==> config.mk <==
export PLATFORM = sky130hd
export DESIGN_NAME = dmem_arbiter
export DESIGN_NICKNAME = d
export VERILOG_FILES = /design/src/rtl/mips_mem_pkg.sv /design/src/rtl/rr_arb2.sv /design/src/rtl/dmem_arbiter.sv
export SDC_FILE = /design/constraint.sdc
export NUM_CORES = 1
export LEC_CHECK = 0
export ABC_AREA = 1
export ABC_CLOCK_PERIOD_IN_PS = 2210
export BUFFER_PORTS_ARGS = -buffer_cell sky130_fd_sc_hd__buf_4
export CORE_ASPECT_RATIO = 0.8
export CORE_MARGIN = 2
export CORE_UTILIZATION = 45
export DETAILED_ROUTE_END_ITERATION = 8
export HOLD_SLACK_MARGIN = 0.12
export PLACE_DENSITY = 0.81
export SLEW_MARGIN = 10
export SYNTH_ARGS = -nofsm -noshare
export SYNTH_HDL_FRONTEND = slang
export SYNTH_SLANG_ARGS = --single-unit
==> constraint.sdc <==
create_clock -name clock -period 2.21 [get_ports clock]
set_clock_uncertainty 0.2 [all_clocks]
set_input_delay 0.3315 -clock clock [delete_from_list [all_inputs] [get_ports clock]]
set_output_delay 0.3315 -clock clock [all_outputs]
set_load 0.05 [all_outputs]
==> src/rtl/mips_mem_pkg.sv <==
// Purpose : shared types and constants for the data-memory arbiter slice.
// Latency : n/a (package only).
// Backpr. : n/a (package only).
package mips_mem_pkg;

    // Sequencer states for one memory access.
    typedef enum logic [1:0] {
        IDLE    = 2'd0,
        ISSUE   = 2'd1,
        RD_WAIT = 2'd2,
        ACK     = 2'd3
    } state_t;

    // Which requester owns the memory port.
    typedef enum logic {
        OWN_CPU  = 1'b0,
        OWN_HOST = 1'b1
    } owner_t;

    localparam int DEFAULT_AW = 8;
    localparam int MAX_RD_LAT = 4;
    localparam int WAIT_CNT_W = $clog2(MAX_RD_LAT);

    function automatic owner_t other_owner(input owner_t o);
        return (o == OWN_CPU) ? OWN_HOST : OWN_CPU;
    endfunction

endpackage

==> src/rtl/rr_arb2.sv <==
// Purpose : two-input alternating-priority arbiter; remembers the last owner.
// Latency : grant is combinational from req; last_owner updates on the edge where update=1.
// Backpr. : none; the loser simply keeps requesting until it is granted.
//
// Ports: clock/reset (sync, active-low), req[0]=cpu, req[1]=host,
//        update (a grant is being taken this cycle), grant (winning owner).
module rr_arb2
    import mips_mem_pkg::*;
(
    input  logic       clock,
    input  logic       reset,
    input  logic [1:0] req,
    input  logic       update,
    output owner_t     grant
);

    owner_t last_owner;

    // A lone requester always wins; on contention the one that did not
    // go last wins, so two persistent requesters strictly alternate.
    always_comb begin
        grant = last_owner;
        case (req)
            2'b01:   grant = OWN_CPU;
            2'b10:   grant = OWN_HOST;
            2'b11:   grant = other_owner(last_owner);
            default: grant = last_owner;
        endcase
    end

    // Coming out of reset the host counts as last owner, so the CPU wins a tie.
    always_ff @(posedge clock) begin
        if (!reset) begin
            last_owner <= OWN_HOST;
        end else if (update) begin
            last_owner <= grant;
        end
    end

endmodule

==> src/rtl/dmem_arbiter.sv <==
// Purpose : serialises CPU load/store and host preload/readback onto one synchronous data memory.
// Latency : write ack 2 cycles after the request is first seen in IDLE, read ack 2+RD_LAT cycles.
// Backpr. : CPU is frozen through cpu_stall until its ACK cycle; host holds host_valid until host_ready.
//
// Ports: clock/reset (sync, active-low); cpu_read/cpu_write/cpu_addr/cpu_wdata in,
//        cpu_rdata/cpu_stall out; host_valid/host_write/host_addr/host_wdata in,
//        host_ready/host_rdata out; mem_read/mem_write/mem_addr/mem_din out, mem_dout in.
//        RD_LAT must lie in 1..MAX_RD_LAT.
module dmem_arbiter
    import mips_mem_pkg::*;
#(
    parameter int AW     = DEFAULT_AW,
    parameter int RD_LAT = 1
)
(
    input  logic          clock,
    input  logic          reset,
    input  logic          cpu_read,
    input  logic          cpu_write,
    input  logic [31:0]   cpu_addr,
    input  logic [31:0]   cpu_wdata,
    output logic [31:0]   cpu_rdata,
    output logic          cpu_stall,
    input  logic          host_valid,
    input  logic          host_write,
    input  logic [31:0]   host_addr,
    input  logic [31:0]   host_wdata,
    output logic          host_ready,
    output logic [31:0]   host_rdata,
    output logic          mem_read,
    output logic          mem_write,
    output logic [AW-1:0] mem_addr,
    output logic [31:0]   mem_din,
    input  logic [31:0]   mem_dout
);

    localparam logic [WAIT_CNT_W-1:0] LAST_WAIT = WAIT_CNT_W'(RD_LAT - 1);

    state_t                state;
    owner_t                owner;
    owner_t                grant;
    logic                  op_write;
    logic [WAIT_CNT_W-1:0] wait_cnt;
    logic                  cpu_ack;
    logic                  cpu_req;
    logic                  grant_vld;

    // Byte-offset bits and bits above the memory size play no part in addressing.
    logic unused_addr_bits;
    assign unused_addr_bits = ^{cpu_addr[31:AW+2], cpu_addr[1:0],
                                host_addr[31:AW+2], host_addr[1:0]};

    assign cpu_req   = cpu_read | cpu_write;
    assign grant_vld = (state == IDLE) && (cpu_req || host_valid);

    // Low in the ACK cycle so the core retires the instruction on that edge.
    assign cpu_stall = cpu_req & ~cpu_ack;

    rr_arb2 u_arb (
        .clock  (clock),
        .reset  (reset),
        .req    ({host_valid, cpu_req}),
        .update (grant_vld),
        .grant  (grant)
    );

    always_ff @(posedge clock) begin
        if (!reset) begin
            state      <= IDLE;
            owner      <= OWN_HOST;
            op_write   <= 1'b0;
            wait_cnt   <= '0;
            cpu_ack    <= 1'b0;
            cpu_rdata  <= '0;
            host_ready <= 1'b0;
            host_rdata <= '0;
            mem_read   <= 1'b0;
            mem_write  <= 1'b0;
            mem_addr   <= '0;
            mem_din    <= '0;
        end else begin
            // Strobes and acks are single-cycle pulses unless re-set below.
            mem_read   <= 1'b0;
            mem_write  <= 1'b0;
            host_ready <= 1'b0;
            cpu_ack    <= 1'b0;

            case (state)
                IDLE: begin
                    if (grant_vld) begin
                        owner <= grant;
                        state <= ISSUE;
                        if (grant == OWN_CPU) begin
                            // Read and write together resolve to a write.
                            op_write  <= cpu_write;
                            mem_write <= cpu_write;
                            mem_read  <= ~cpu_write;
                            mem_addr  <= cpu_addr[AW+1:2];
                            mem_din   <= cpu_wdata;
                        end else begin
                            op_write  <= host_write;
                            mem_write <= host_write;
                            mem_read  <= ~host_write;
                            mem_addr  <= host_addr[AW+1:2];
                            mem_din   <= host_wdata;
                        end
                    end
                end

                ISSUE: begin
                    if (op_write) begin
                        state      <= ACK;
                        host_ready <= (owner == OWN_HOST);
                        cpu_ack    <= (owner == OWN_CPU);
                    end else begin
                        state    <= RD_WAIT;
                        wait_cnt <= '0;
                    end
                end

                RD_WAIT: begin
                    // mem_dout is valid in the last wait cycle only.
                    if (wait_cnt == LAST_WAIT) begin
                        state <= ACK;
                        if (owner == OWN_HOST) begin
                            host_rdata <= mem_dout;
                            host_ready <= 1'b1;
                        end else begin
                            cpu_rdata <= mem_dout;
                            cpu_ack   <= 1'b1;
                        end
                    end else begin
                        wait_cnt <= wait_cnt + 1'b1;
                    end
                end

                ACK: begin
                    // Always via IDLE: a request still held here is not re-granted.
                    state <= IDLE;
                end

                default: state <= IDLE;
            endcase
        end
    end

endmodule
# Word level (Yosys, flattened, before mapping)
# Cells that the tools add are included.
[op_classes] addsub=1 n_eq_ne=10 n_mux=21 n_bitwise=6 reduce_logical=11
[op_table] op="32-bit two-way mux" count=1
[op_table] op="3-bit AND reduction" count=4
[op_table] op="1-bit two-way mux" count=10
[op_table] op="2-bit == test, second input constant" count=4
[op_table] op="2-bit two-way mux" count=4
[op_table] op="8-bit two-way mux" count=1
[op_table] op="2-bit != test, second input constant" count=4
[op_table] op="2-bit one-hot mux with 4 select lines" count=1
[op_table] op="2-bit by 1-bit == test with 1-bit output, second input constant" count=2
[op_table] op="2-bit logical NOT" count=2
[op_table] op="1-bit inverter" count=4
[op_table] op="1-bit one-hot mux with 2 select lines" count=2
[op_table] op="2-bit one-hot mux with 2 select lines" count=1
[op_table] op="2-bit AND reduction" count=2
[op_table] op="1-bit one-hot mux with 3 select lines" count=1
[op_table] op="2-bit by 1-bit adder with 2-bit output, second input constant" count=1
[op_table] op="2-bit nonzero test" count=1
[op_table] op="1-bit AND" count=1
[op_table] op="1-bit logical AND" count=1
[op_table] op="1-bit logical OR" count=1
[op_table] op="1-bit bitwise OR" count=1
[word_totals] reg_bits=115 inputBits=166 elab_cells=62

# Longest topological paths before layout
[depth] depth_word=5 depth_mapped=9

# Hierarchy
# A second synthesis with hierarchy kept.
[hier_totals] cells_unflattened=749 area_unflattened_um2=5143.7
[modules_own_cells] mod="dmem_arbiter" n_inst=1 cells_per_inst=738 area_each_um2=5078.6 seq_area_each_um2=2282.2
[modules_own_cells] mod="rr_arb2" n_inst=1 cells_per_inst=11 area_each_um2=65.1 seq_area_each_um2=20.0

# Worst setup path before layout
# No wires, ideal clock.
[synth_timing] path_kind="flip-flop to flip-flop" start="reg state[0]" end="reg host_rdata[10]" setup_ns=0.070 arrival_ns=1.305 required_ns=1.940 slack_ns=0.635 path_stages_with_launch=9 path_buffers=1 synth_period_minus_slack_ns=1.575 path_cell_list="dfxtp_1 > inv_1 > ha_1 > nand2_2 > inv_2 > nand2_1 > buf_2 > nand2_1 > a21oi_1"
[synth_via] elab_chain_cells=2
[synth_lines] item="start, declared" line="dmem_arbiter.sv:39" rtl="state_t state;"
[synth_lines] item="start signal, assigned" line="dmem_arbiter.sv:69" rtl="state <= IDLE;"
[synth_lines] item="start signal, assigned" line="dmem_arbiter.sv:92" rtl="state <= ISSUE;"
[synth_lines] item="start signal, assigned" line="dmem_arbiter.sv:112" rtl="state <= ACK;"
[synth_lines] item="2-bit == test" line="dmem_arbiter.sv:88" rtl="case (state)"
[synth_lines] item="3-bit AND reduction (no source line)"
[synth_lines] item="end signal, assigned" line="dmem_arbiter.sv:126" rtl="host_rdata <= mem_dout;"
[synth_lines] item="end, declared" line="dmem_arbiter.sv:29" rtl="output logic [31:0] host_rdata,"
# Every way passes these cells.
# A chain may end at the register's enable or synchronous reset.

# Final worst setup path
[layout_timing] start="reg state[0]" end="reg mem_din[15]"
[layout_via] elab_chain_cells=3
[layout_lines] item="2-bit logical NOT (*)" line="dmem_arbiter.sv:54, dmem_arbiter.sv:88"
[layout_lines] item="1-bit logical AND" line="dmem_arbiter.sv:54" rtl="assign grant_vld = (state == IDLE) && (cpu_req || host_valid);"
[layout_lines] item="2-bit AND reduction (no source line) (*)"
[layout_lines] item="end signal, assigned" line="dmem_arbiter.sv:99" rtl="mem_din <= cpu_wdata;"
[layout_lines] item="end signal, assigned" line="dmem_arbiter.sv:105" rtl="mem_din <= host_wdata;"
[layout_lines] item="end, declared" line="dmem_arbiter.sv:33" rtl="output logic [31:0] mem_din,"
# Every way passes the cells marked *; elsewhere a longest branch is shown, timed or not.

==> summary.log <==
INFO  place          dpl_worst_slack=348ps
INFO  place          place_hpwl=9.74mm
INFO  layout         final_nets=1200
INFO  worst_setup_path worstSetupPathType=flop to flop
INFO  sta            post-route-min-period=2150ps
INFO  route          ant_nets=0
INFO  power_and_ir_drop comb_power_share=0.506
INFO  cts            clkSinkCount=114
INFO  grt            gr-usage-met1=0.347
INFO  floorplan      initial_utilization=0.458
INFO  grt            antenna_found_initial=1
INFO  synth          synth_warnings=0
INFO  floorplan      fp.dieArea=11800µm²
INFO  route          detailroute.via_count=5992
INFO  grt            grt_util_met2=0.496
INFO  grt            grt_start_max_net_pins=50
INFO  grt            grt_usage=0.300
INFO  grt            grt_remaining_overflow=0
INFO  layout         postLayoutCoreUtil=0.802
INFO  sta            clock.fmax=0.466GHz
INFO  cts            cts-root-buf=sky130_fd_sc_hd__clkbuf_16
INFO  sta            post-route-period-util=0.971
INFO  power_and_ir_drop power_switching_share=0.431
INFO  sta            worst-slew-pin-transition=363ps
INFO  route          detail_route.iter0.violations=498
INFO  layout         synthToLayoutAreaGrowth=75.0%
INFO  synth          post_synth_fa_ha_maj_area_fraction=0.0101
INFO  cts            clock_insertion_delay_worst_skew=400ps
INFO  power_and_ir_drop power.static_leakage=0.00425µW
INFO  run_status     run_status=finished clean
INFO  power_and_ir_drop clock_power_share=0.248
INFO  grt            globalRoute.busiestLayer=met2
INFO  sta            fin_worst_hold_slack=130ps
INFO  route          vias_per_cell=5.04
INFO  synth          post_synth_mux_area_share=0
INFO  job            maxCapViolations=0
INFO  worst_setup_path setup.worst_path.end_class=flop
INFO  synth          mappedNetlistNets=870
INFO  place          place_congestion=0.825
INFO  sta            setup_slack=63.4ps
INFO  sta            timing.final.max_slew_violations=0
INFO  floorplan      floorplan.die.width=121µm
INFO  power_and_ir_drop ir_worst_vdd=845µV
INFO  worst_setup_path regToRegSetupSlack=60ps
INFO  grt            global_route.usage.met3=0.0669
INFO  route          wl_per_cell=15.7µm
INFO  synth          post_synth_xor_area_fraction=0
INFO  cts            cts_tree=done
INFO  worst_setup_path critical_path.startpoint_type=flop
INFO  power_and_ir_drop netSwitchingPower=5060µW
INFO  worst_setup_path timing.rr.end=mem_din[15]
INFO  synth          synth_simple_gate_area_share=0.290
INFO  floorplan      core.rowCount=34
INFO  sta            timing.final.setup_violations=0
INFO  worst_setup_path critPathArrivalTime=2240ps
INFO  grt            via_count_of_the_first_global_routing_pass=5901
INFO  floorplan      dieHeight=97.7µm
INFO  cts            clock_tree.buffer_depth=2
INFO  power_and_ir_drop power.share.sequential=0.246
INFO  synth          synth_seq_cells=114
INFO  sta            report.final.hold_viol_count=0
INFO  layout         multi_input_logic_area=2080µm²
INFO  hold_path      holdPathStages=5
INFO  floorplan      io_pins=274
INFO  worst_setup_path timing.critical_path.required=2300ps
INFO  synth          number_of_distinct_library_cells_after_synthesis=21
INFO  cts            clk_pin_slew=60ps
INFO  cts            htree_levels=4
INFO  place          quantity_of_i_o_buffers_inserted_on_ports=225
INFO  worst_setup_path r2r_cells=10
INFO  synth          post_synth.cell_area_avg=7.05µm²
INFO  synth          post_synth_instance_area=4930µm²
INFO  layout         layout_common_cells=sky130_fd_sc_hd__buf_4, sky130_fd_sc_hd__nand2_1, sky130_fd_sc_hd__nand3_1, sky130_fd_sc_hd__dlygate4sd3_1, sky130_fd_sc_hd__dfxtp_1
INFO  grt            grt_pass1_wl=28.2mm
INFO  layout         mostFrequentLayoutCell=sky130_fd_sc_hd__buf_4
INFO  floorplan      core_area=10800µm²
INFO  synth          synth_compound_area_frac=0.114
INFO  synth          synth_top_family_by_area=simple AND/OR/NAND/NOR gates
INFO  synth          syn-instance-count=700
INFO  route          drt_drc_violations_left=0
INFO  hold_path      timing.hold.worst_endpoint=mem_addr[1]
INFO  layout         layout-drive-gt1-share=0.282
INFO  cts            inserted_clock_buffers=17
INFO  worst_setup_path worstPathMaxFanout=10
INFO  route          totalWireLength=18.6mm
INFO  sta            timing.max_slew.rel_slack=0.758
INFO  sta            fin_tns_setup=0ps
INFO  hold_path      hold_class=input port to flop
INFO  worst_setup_path rr_startpoint=state[0]
INFO  synth          synth-seq-area-share=0.462
INFO  route          detail_route.first_pass.iterations=5
INFO  power_and_ir_drop power_density=1360nW/µm²
INFO  power_and_ir_drop power_report.internal_total=6670µW
INFO  layout         nFillCells=688
INFO  hold_path      hold_path.startpoint=cpu_addr[3]
INFO  layout         layout.area.seq=2280µm²
## flip-flops by register name, summed over array words and instances, names as in the netlist
name and cells:
state 2, cpu_rdata 32, mem_addr 8, wait_cnt 2, mem_din 32, owner 1
cpu_ack 1, op_write 1, mem_read 1, host_rdata 32, host_ready 1, mem_write 1
## repair_timing
action / CTS / global route
resized for setup: 0 / 9
endpoints found under the setup margin: 0 / 38
hold endpoints to repair: 110 / 0
buffers inserted: 0 / 1
hold buffers: 116 / 0
## metal layers
| metal | vias up | part of all wire |
|---|---|---|
| met5 | - | 0 |
| met1 | 2728 | 0.38 |
| met2 | 300 | 0.50 |
| met4 | 0 | 0.052 |
| met3 | 80 | 0.068 |
| li1 | 2884 | - |
## power by group through the flow
stage          Combinational [µW]  Clock [µW]  Sequential, µW
2_1_floorplan                1810           0            4550
3_3_place_gp                 4850           0            2870
3_5_place_dp                 4900           0            2890
4_1_cts                      5470        2960            2860
5_1_grt                      6300        3070            2940
6_report                     5930        2910            2880
## area by class of cell
cell class / count / share of cell area
tap: 144 / 0.0209
timing repair buffer: 359 / 0.359
clock inverter: 14 / 0.0235
sequential: 114 / 0.264
clock buffer: 18 / 0.0497
multi-input combinational: 444 / 0.241
antenna: 1 / 0.000290
inverter: 94 / 0.0409
## cells in the mapped netlist
cell type / count / area (µm²)
sky130_fd_sc_hd__a21oi_1: 77 / 385
sky130_fd_sc_hd__a21oi_2: 1 / 8.76
sky130_fd_sc_hd__nor2_4: 2 / 22.5
sky130_fd_sc_hd__or2_2: 2 / 12.5
sky130_fd_sc_hd__nand3_1: 119 / 596
sky130_fd_sc_hd__nand2_1: 130 / 488
sky130_fd_sc_hd__o211ai_1: 1 / 7.51
sky130_fd_sc_hd__buf_2: 25 / 125
sky130_fd_sc_hd__o21ai_0: 32 / 160
sky130_fd_sc_hd__ha_1: 4 / 50.1
sky130_fd_sc_hd__nand2_2: 3 / 18.8
sky130_fd_sc_hd__clkbuf_1: 9 / 33.8
sky130_fd_sc_hd__inv_1: 92 / 345
sky130_fd_sc_hd__nand4_1: 1 / 6.26
sky130_fd_sc_hd__nor2_1: 68 / 255
sky130_fd_sc_hd__nor3_1: 2 / 10.0
sky130_fd_sc_hd__nand2_4: 2 / 22.5
sky130_fd_sc_hd__buf_4: 12 / 90.1
sky130_fd_sc_hd__dfxtp_1: 114 / 2280
sky130_fd_sc_hd__buf_1: 2 / 7.51
sky130_fd_sc_hd__inv_2: 2 / 7.51
## how the worst max path moves through the flow
stage | start | end | slack [ps] | cells after the start
2_1_floorplan | state[0] | host_rdata[10] | 630 | 8
5_1_grt | state[1] | mem_din[31] | -10 | 10
3_3_place_gp | state[0] | host_rdata[30] | 390 | 7
6_report | state[0] | mem_din[15] | 60 | 10
3_5_place_dp | state[0] | host_rdata[3] | 350 | 7
4_1_cts | state[0] | mem_addr[5] | 20 | 9
## logic make-up (layout without fill, tap and decap cells)
group                    Yosys count  in the layout
flip-flops                       114            114
buffers and inverters            142            485
AO/OA/AOI/OAI                    111            111
adder cells (fa/ha/maj)            4              4
AND/OR/NAND/NOR                  329            329
other                              0              1
## worst max-delay path, cell delays in order, from the launching register on
cell and delay [ps]:
sky130_fd_sc_hd__dfxtp_2 340, sky130_fd_sc_hd__inv_2 90, sky130_fd_sc_hd__ha_4 150, sky130_fd_sc_hd__inv_2 50
sky130_fd_sc_hd__a21oi_4 130, sky130_fd_sc_hd__buf_12 150, sky130_fd_sc_hd__clkbuf_16 170, sky130_fd_sc_hd__nand3_1 80
sky130_fd_sc_hd__dlygate4sd3_1 570, sky130_fd_sc_hd__nand2_1 60, sky130_fd_sc_hd__inv_1 40
## stage by stage
| step | power (µW) | cell area, µm² | cells |
|---|---|---|---|
| floorplan | 6350 | 4930 | 700 |
| global placement | 7720 | 6720 | 1036 |
| detailed placement | 7790 | 6720 | 1036 |
| CTS | 11300 | 8510 | 1184 |
| global route | 12300 | 8630 | 1188 |
| finish | 11700 | 8630 | 1188 |
No activity file was read; power rests on OpenSTA's default activity.
